`src/rtl/wb_stage_ctrl.sv`:
```
`default_nettype none
// ============================================================================
// Module   : wb_stage_ctrl
// Purpose  : Writeback stage controller. Captures one retiring instruction
//            from MEM; ALU results are written back one cycle later, loads
//            wait for memory read data, which is byte/half aligned and
//            sign/zero extended before the register-file write. Provides the
//            load-pending stall and hazard info, and handles flush, load
//            timeout and misaligned/illegal load faults.
// Ports    : clk, reset (async, active-high)
//            stall, flush, in_valid, alu_in, alu_to_reg_in, is_load_in,
//            funct3_in, addr_lo_in, rd_in          - MEM stage entry
//            mem_rdata, mem_rvalid                 - memory read return
//            wb_data, wb_we, wb_rd                 - register-file write
//            wb_stall_req, ld_pending, ld_pending_rd - hazard unit info
//            load_fault (pulse), load_err (sticky) - load error reporting
// Revision : 1.0 - initial release
// ============================================================================
module wb_stage_ctrl #(
  parameter int RA_W              = 5,
  parameter int LOAD_TIMEOUT      = 15,
  parameter bit ZERO_REG_SUPPRESS = 1'b1
) (
  input  logic            clk,
  input  logic            reset,
  input  logic            stall,
  input  logic            flush,
  input  logic            in_valid,
  input  logic [31:0]     alu_in,
  input  logic            alu_to_reg_in,
  input  logic            is_load_in,
  input  logic [2:0]      funct3_in,
  input  logic [1:0]      addr_lo_in,
  input  logic [RA_W-1:0] rd_in,
  input  logic [31:0]     mem_rdata,
  input  logic            mem_rvalid,
  output logic [31:0]     wb_data,
  output logic            wb_we,
  output logic [RA_W-1:0] wb_rd,
  output logic            wb_stall_req,
  output logic            ld_pending,
  output logic [RA_W-1:0] ld_pending_rd,
  output logic            load_fault,
  output logic            load_err
);

  // Counter only has to reach LOAD_TIMEOUT-1.
  localparam int               CNT_W    = (LOAD_TIMEOUT > 1) ? $clog2(LOAD_TIMEOUT) : 1;
  localparam logic [CNT_W-1:0] CNT_LAST = CNT_W'(LOAD_TIMEOUT - 1);

  typedef enum logic [0:0] {
    ST_IDLE    = 1'b0,
    ST_LD_WAIT = 1'b1
  } state_t;

  state_t            state;
  state_t            state_nxt;
  logic [2:0]        held_f3;
  logic [1:0]        held_addr;
  logic [RA_W-1:0]   held_rd;
  logic [CNT_W-1:0]  cnt;

  logic              in_ld_wait;
  logic              capture;
  logic              in_illegal;
  logic              in_misaligned;
  logic              cap_fault;
  logic              cap_load_ok;
  logic              cap_alu;
  logic              ld_done;
  logic              ld_timeout;
  logic [7:0]        sel_byte;
  logic [15:0]       sel_half;
  logic [31:0]       ext_data;

  assign in_ld_wait = (state == ST_LD_WAIT);

  // Hold upstream while waiting for data, and also on the completion cycle
  // when an ALU entry is offered: the load write owns the write port then.
  assign wb_stall_req = in_ld_wait &
                        ((!mem_rvalid & !flush) | (mem_rvalid & in_valid & !is_load_in));
  assign ld_pending    = in_ld_wait;
  assign ld_pending_rd = held_rd;

  assign capture       = in_valid & !stall & !flush & !wb_stall_req;
  assign in_illegal    = (funct3_in == 3'b011) | (funct3_in == 3'b110) | (funct3_in == 3'b111);
  assign in_misaligned = ((funct3_in[1:0] == 2'b01) & addr_lo_in[0]) |
                         ((funct3_in == 3'b010) & (addr_lo_in != 2'b00));
  assign cap_fault     = capture & is_load_in & (in_illegal | in_misaligned);
  assign cap_load_ok   = capture & is_load_in & !(in_illegal | in_misaligned);
  assign cap_alu       = capture & !is_load_in;
  assign ld_done       = in_ld_wait & mem_rvalid & !flush;
  assign ld_timeout    = in_ld_wait & !mem_rvalid & !flush & (cnt == CNT_LAST);

  // Lane selection and extension of the returned word.
  always_comb begin
    sel_byte = mem_rdata[7:0];
    case (held_addr)
      2'd1:    sel_byte = mem_rdata[15:8];
      2'd2:    sel_byte = mem_rdata[23:16];
      2'd3:    sel_byte = mem_rdata[31:24];
      default: sel_byte = mem_rdata[7:0];
    endcase
    sel_half = held_addr[1] ? mem_rdata[31:16] : mem_rdata[15:0];
    case (held_f3)
      3'b000:  ext_data = {{24{sel_byte[7]}}, sel_byte};
      3'b100:  ext_data = {24'd0, sel_byte};
      3'b001:  ext_data = {{16{sel_half[15]}}, sel_half};
      3'b101:  ext_data = {16'd0, sel_half};
      default: ext_data = mem_rdata;
    endcase
  end

  // Next-state logic.
  always_comb begin
    state_nxt = state;
    case (state)
      ST_IDLE: begin
        if (cap_load_ok) state_nxt = ST_LD_WAIT;
      end
      ST_LD_WAIT: begin
        if (flush)            state_nxt = ST_IDLE;
        else if (mem_rvalid)  state_nxt = cap_load_ok ? ST_LD_WAIT : ST_IDLE;
        else if (ld_timeout)  state_nxt = ST_IDLE;
      end
      default: state_nxt = ST_IDLE;
    endcase
  end

  always_ff @(posedge clk or posedge reset) begin
    if (reset) state <= ST_IDLE;
    else       state <= state_nxt;
  end

  // Writeback datapath, held load info and timeout counter.
  always_ff @(posedge clk or posedge reset) begin
    if (reset) begin
      wb_data    <= '0;
      wb_we      <= 1'b0;
      wb_rd      <= '0;
      load_fault <= 1'b0;
      load_err   <= 1'b0;
      held_f3    <= '0;
      held_addr  <= '0;
      held_rd    <= '0;
      cnt        <= '0;
    end else begin
      wb_we      <= 1'b0;
      load_fault <= 1'b0;

      // cap_alu cannot coincide with ld_done: wb_stall_req blocks it.
      if (ld_done) begin
        wb_data <= ext_data;
        wb_rd   <= held_rd;
        wb_we   <= !(ZERO_REG_SUPPRESS && (held_rd == '0));
      end else if (cap_alu) begin
        wb_data <= alu_in;
        wb_rd   <= rd_in;
        wb_we   <= alu_to_reg_in & !(ZERO_REG_SUPPRESS && (rd_in == '0));
      end

      if (cap_fault) begin
        load_fault <= 1'b1;
      end else if (cap_load_ok) begin
        held_f3   <= funct3_in;
        held_addr <= addr_lo_in;
        held_rd   <= rd_in;
        cnt       <= '0;
      end else if (in_ld_wait && !mem_rvalid && !flush && !ld_timeout) begin
        cnt <= cnt + 1'b1;
      end

      if (ld_timeout) load_err <= 1'b1;
    end
  end

endmodule
`default_nettype wire

```
`config.mk`:
```
export PLATFORM = sky130hd
export DESIGN_NAME = wb_stage_ctrl
export DESIGN_NICKNAME = d
export VERILOG_FILES = /design/src/rtl/wb_stage_ctrl.sv
export SDC_FILE = /design/constraint.sdc
export NUM_CORES = 1
export LEC_CHECK = 0
export CAP_MARGIN = 20
export CORE_AREA = 2 2 90 92
export DETAILED_ROUTE_END_ITERATION = 10
export DIE_AREA = 0 0 92 94
export PLACE_DENSITY = 0.92
export SETUP_SLACK_MARGIN = 0.3
export SKIP_LAST_GASP = 1
export SYNTH_ARGS = -nofsm -noshare
export SYNTH_HDL_FRONTEND = slang
export SYNTH_SLANG_ARGS = --single-unit
```
`constraint.sdc`:
```
create_clock -name clk -period 2.05 [get_ports clk]
set_clock_uncertainty 0.1 [all_clocks]
set_input_delay 0.41 -clock clk [delete_from_list [all_inputs] [get_ports clk]]
set_output_delay 0.41 -clock clk [all_outputs]
set_load 0.01 [all_outputs]
```
## After elaboration in Yosys (flattened, before gate mapping)

Cells that the tools add are included.

| word-level totals | value |
|---|---|
| register bits after elaboration | 55 |
| bits of input ports | 82 |
| logic and storage cells | 86 |

| operators by class | value |
|---|---|
| $add $sub $neg | 1 |
| eq/ne operators | 12 |
| mux-type cells | 17 |
| bitwise operators | 26 |
| reductions and logical operators | 20 |

Operators with widths:

| kind | count |
|---|---|
| $pmux 32 s4 | 1 |
| $mux 32 | 2 |
| $pmux 8 s3 | 1 |
| $and 1x1->1 | 19 |
| $mux 16 | 1 |
| $eq 3x3->1 const B | 4 |
| $logic_not 5->1 | 2 |
| $mux 5 | 2 |
| $logic_not 1->1 | 9 |
| $mux 4 | 2 |
| $mux 1 | 7 |
| $eq 3x2->1 const B | 2 |
| $reduce_bool 2->1 | 3 |
| $or 1x1->1 | 5 |
| $add 4x1->4 const B | 1 |
| $eq 2x1->1 const B | 2 |
| $eq 2x2->1 const B | 2 |
| $eq 4x4->1 const B | 1 |
| $reduce_and 2->1 | 2 |
| $eq 3x1->1 const B | 1 |
| $logic_and 1x1->1 | 3 |
| $logic_not 3->1 | 1 |
| $not 1->1 | 2 |
| $pmux 1 s2 | 1 |

## Depth between registers and ports, before layout

| depth | value |
|---|---|
| depth in word-level cells | 12 |
| gate-level depth with buffers | 7 |
| depth with buffers taken out | 6 |

## Least setup slack after synthesis

Ideal clock, no wire load.

| timing | value |
|---|---|
| kind | input-to-reg |
| start | input flush |
| end | register held_addr[1] |
| setup time | 125 ps |
| arrival time | 1568 ps |
| setup slack | 257 ps |
| stages | 4 |
| path buffers | 1 |
| cell sequence | or2_4 nor4_4 buf_6 mux2_4 |

| between the ends | value |
|---|---|
| word-level cells in the longest chain between the ends | 10 |
| elaborated cells on any way between the ends | 12 |
| those cells by class | bitwise (9); reduce/logical (3) |

Ends and longest elaborated chain:

| element | RTL line | RTL |
|---|---|---|
| start: declaration | 27 | `input logic flush,` |
| $logic_not 1->1 * | 81, 85 |  |
| $and 1x1->1 | 81 | `((!mem_rvalid & !flush) \| (mem_rvalid & in_valid & !is_load_in));` |
| $or 1x1->1 | 81 |  |
| $and 1x1->1 | 80 | `assign wb_stall_req = in_ld_wait &` |
| $logic_not 1->1 | 85 | `assign capture = in_valid & !stall & !flush & !wb_stall_req;` |
| $and 1x1->1 * | 85 |  |
| $and 1x1->1 * | 89, 90 |  |
| $and 1x1->1 | 89 | `assign cap_fault = capture & is_load_in & (in_illegal \| in_misaligned);` |
| $not 1->1 (no line) | n/a |  |
| $reduce_and 2->1 (no line) * | n/a |  |
| end signal: assignment | 166 | `held_addr <= addr_lo_in;` |
| end: declaration | 59 | `logic [1:0] held_addr;` |

Mark *: on every way between the ends. The rest lies on a longest branch, timed or not.
A chain may end at the register's enable or synchronous reset.

## Final worst setup path

| timing | value |
|---|---|
| start | register held_addr[0] |
| end | register wb_data[29] |

| between the ends | value |
|---|---|
| word-level cells in the longest chain between the ends | 4 |
| elaborated cells on any way between the ends | 6 |
| those cells by class | eq/ne (3); mux (3) |

Ends and longest elaborated chain:

| element | RTL line | RTL |
|---|---|---|
| $eq 2x2->1 or $eq 2x1->1 (tied branches) | 98 | `case (held_addr)` |
| $pmux 8 s3 * | 98 |  |
| $pmux 32 s4 * | 105 | `case (held_f3)` |
| $mux 32 * | 152 | `if (ld_done) begin` |
| end signal: assignment | 153 | `wb_data <= ext_data;` |
| end signal: assignment | 157 | `wb_data <= alu_in;` |
| end: declaration | 37 | `output logic [31:0] wb_data,` |

Marks and branches as above.

==> impl_metrics.csv <==
group,metric,value,unit
sta,timing.final.crit_share,0.861,
hold_path,min_path_cells,2,
synth,synth_top_flop_cell,"dfrtp_1",
synth,synth-xor-area-share,0.00779,
hold_path,hp-class,"in -> reg",
place,gp_congestion,0.852,
power_and_ir_drop,peakVddDrop,0.450,mV
place,numPortBuffers,128,
synth,syn-instance-count,346,
final_layout,utilization,0.733,
synth,synth_edf_count,0,
power_and_ir_drop,p_sw_frac,0.364,
power_and_ir_drop,combPwrFrac,0.486,
power_and_ir_drop,powerDensity,801,nW/um^2
synth,seq_area_frac_synth,0.408,
worst_setup_path,critPathKind,"reg -> reg",
synth,synth_nets,430,
cts,cts_buffer_depth,2,
synth,synth_cell_types,51,
final_layout,final_cell_mix,"74 x clkdlybuf4s50_1, 53 x dfrtp_1, 30 x nand2_1, 29 x dlymetal6s2s_1, 29 x buf_4",
synth,synth_top_family_by_area,"compound AO/OA/AOI/OAI gates",
power_and_ir_drop,power.leakage,0.00258,uW
die,ioPinCount,129,
run,maxCapViolCount,0,
synth,ys_warn_count,0,
route,viasPerCell,6.08,
sta,slew_violations,0,
die,core.rowCount,32,
final_layout,final_common_cell,"clkdlybuf4s50_1",
cts,cts_tree,"done",
synth,synthAdderAreaFrac,0.00742,
route,remaining_drc_errors,0,
sta,hold_slack,318,ps
synth,synth-simple-area-share,0.118,
worst_setup_path,critPathLaunchType,"register",
power_and_ir_drop,internal_power,2840,uW
power_and_ir_drop,seqPwrFrac,0.341,
power_and_ir_drop,clkPwrFrac,0.173,
final_layout,area_growth,65.2,%
route,routed_wl,13.2,mm
grt,grt_pass1_wl,18.4,mm
grt,grt_pass1_vias,3637,
cts,clock-sinks,55,
synth,yosys-mux-area-fraction,0.136,
grt,grt_start_max_net_pins,35,
die,fp.dieH,94,um
worst_setup_path,crit_path_top_delay_cell,"dfrtp_2",
outcome,status,"finished, final reports clean",
worst_setup_path,crit_chain,"mux2i_2 -> buf_4 -> o22ai_4 -> buf_12 -> a211oi_2 -> o21ai_0",
worst_setup_path,worstPathArrival,1880,ps
sta,min_period,1770,ps
place,hpwl,8.14,mm
grt,antenna_found_initial,1,
sta,grt_setup_unrepaired,"true",
worst_setup_path,end_kind,"register",
worst_setup_path,crit_fanout,8,
route,route.detailed.wl_per_inst,21.8,um
cts,htreeDepth,2,
worst_setup_path,slowest_delay,470,ps
place,dp_cells,576,
sta,setup_viol,0,
route,drt_pass1_iterations,5,
synth,synth-seq-cells,55,
cts,root_buffer,"clkbuf_8",
die,core,7610,um^2
die,dieWidth,92,um
final_layout,layoutNonFillerInstCount,604,
sta,slew_headroom,0.670,
sta,finalSetupTns,0,ps
cts,hold_buffers,0,
cts,cts_buffers,5,
worst_setup_path,reg2regPathDepth,6,
synth,syn_avg_cell_area,9.75,um^2
power_and_ir_drop,p_switching,1620,uW
die,start_util,0.443,
route,first_iter_violations,267,
synth,async_flop_share,1.00,
die,dieArea,8650,um^2
grt,track_usage,0.272,
sta,hold_viol_final,0,
sta,worstMarginPinSlew,495,ps
cts,insertion_delay,310,ps
route,dr_total_vias,3675,
synth,synth.cell_area,3370,um^2
grt,grt-ovfl-total,0,
synth,synth-compound-area-share,0.271,
route,ant_nets,0,
worst_setup_path,required,2160,ps
final_layout,drive_above_1_share,0.255,
sta,clock.fmax,567,MHz
final_layout,fin_nets,584,
cts,clk_pin_slew,120,ps
-- Yosys cell counts, drive strengths merged, types with 3 or more instances --
cell type	number	area share
inv	7	0.0078
o21ai	39	0.059
nand2	30	0.033
a211oi	16	0.036
mux2i	27	0.080
nand2b	3	0.0056
a31o	3	0.0078
a2bb2oi	19	0.049
o31ai	3	0.0067
nor2	13	0.014
o221ai	4	0.016
mux2	15	0.056
o22ai	6	0.015
buf	16	0.032
clkbuf	12	0.013
a22oi	4	0.0089
dfrtp	55	0.41
a311oi	3	0.0078
a21oi	29	0.043
nand3	12	0.018
-- power groups by stage --
stage	clock network [uW]	registers, uW	logic [uW]
floorplan	0	1600	874
global placement	0	1520	1760
detailed placement	0	1540	1820
CTS	786	1510	1870
global route	820	1550	2310
finish	773	1520	2170
-- metal layers --
| metal | global-route usage | wire (um) |
|---|---|---|
| met5 | 0 | 0 |
| met3 | 0.0538 | 1080 |
| met2 | 0.475 | 6610 |
| met1 | 0.328 | 4900 |
| met4 | 0.114 | 566 |
-- area by class of cell --
type	instances	area [um^2]
multi-input cells	256	2040
fillers	519	2030
repair buffers	175	1880
flip-flops and latches	55	1380
well taps	102	128
clock buffers	6	82.6
clock inverters	2	35.0
inverters	7	30.0
diodes	1	2.50
-- per-stage QoR --
step	power [uW]	setup WS, ps	area (um^2)
2_1_floorplan	2470	276	3380
3_3_place_gp	3280	-182	4910
3_5_place_dp	3360	-250	4910
4_1_cts	4170	241	5190
5_1_grt	4680	223	5570
6_report	4470	285	5570
-- kinds of logic after synthesis --
logic type,count (synthesis)
AOI/OAI and AO/OA,132
and+or+nand+nor,77
DFF,55
muxes,42
buffers and inverters,35
xor gates and xnor gates,3
adders and majority gates,2
-- what timing repair did --
action                     4_1_cts  5_1_grt
setup endpoints to repair       68       60
pin swaps                        6       13
cloned                           3        1
setup buffers                    5       10
gates resized for setup         52       75
-- worst max-delay path: cells and delay by family, from the launching register on --
family / cells / cell delay, ps
AOI/OAI and AO/OA: 3 / 500
DFF: 1 / 470
muxes: 1 / 260
buffers and inverters: 2 / 330
-- sequential cells by signal, indices dropped and copies added (netlist names) --
register / cells
ld_pending_rd: 5
wb_we: 1
wb_rd: 5
held_addr: 2
wb_data: 32
cnt: 4
load_fault: 1
load_err: 1
ld_pending: 1
held_f3: 3
-- worst paths after layout --
| kind | end | startpoint | slack [ps] |
|---|---|---|---|
| max | wb_data[29]$_DFFE_PP0P_ | held_addr[0]$_DFFE_PP0P_ | 280 |
| min | held_f3[0]$_DFFE_PP0P_ | funct3_in[0] | 320 |
| max reg2reg | wb_data[29]$_DFFE_PP0P_ | held_addr[0]$_DFFE_PP0P_ | 280 |
| min reg2reg | wb_data[18]$_DFFE_PP0P_ | wb_data[18]$_DFFE_PP0P_ | 400 |
| max in group asynchronous | held_addr[0]$_DFFE_PP0P_ | reset | 1020 |
| min in group asynchronous | wb_data[5]$_DFFE_PP0P_ | reset | 400 |
Note: power is estimated with default switching activity, not from simulation.
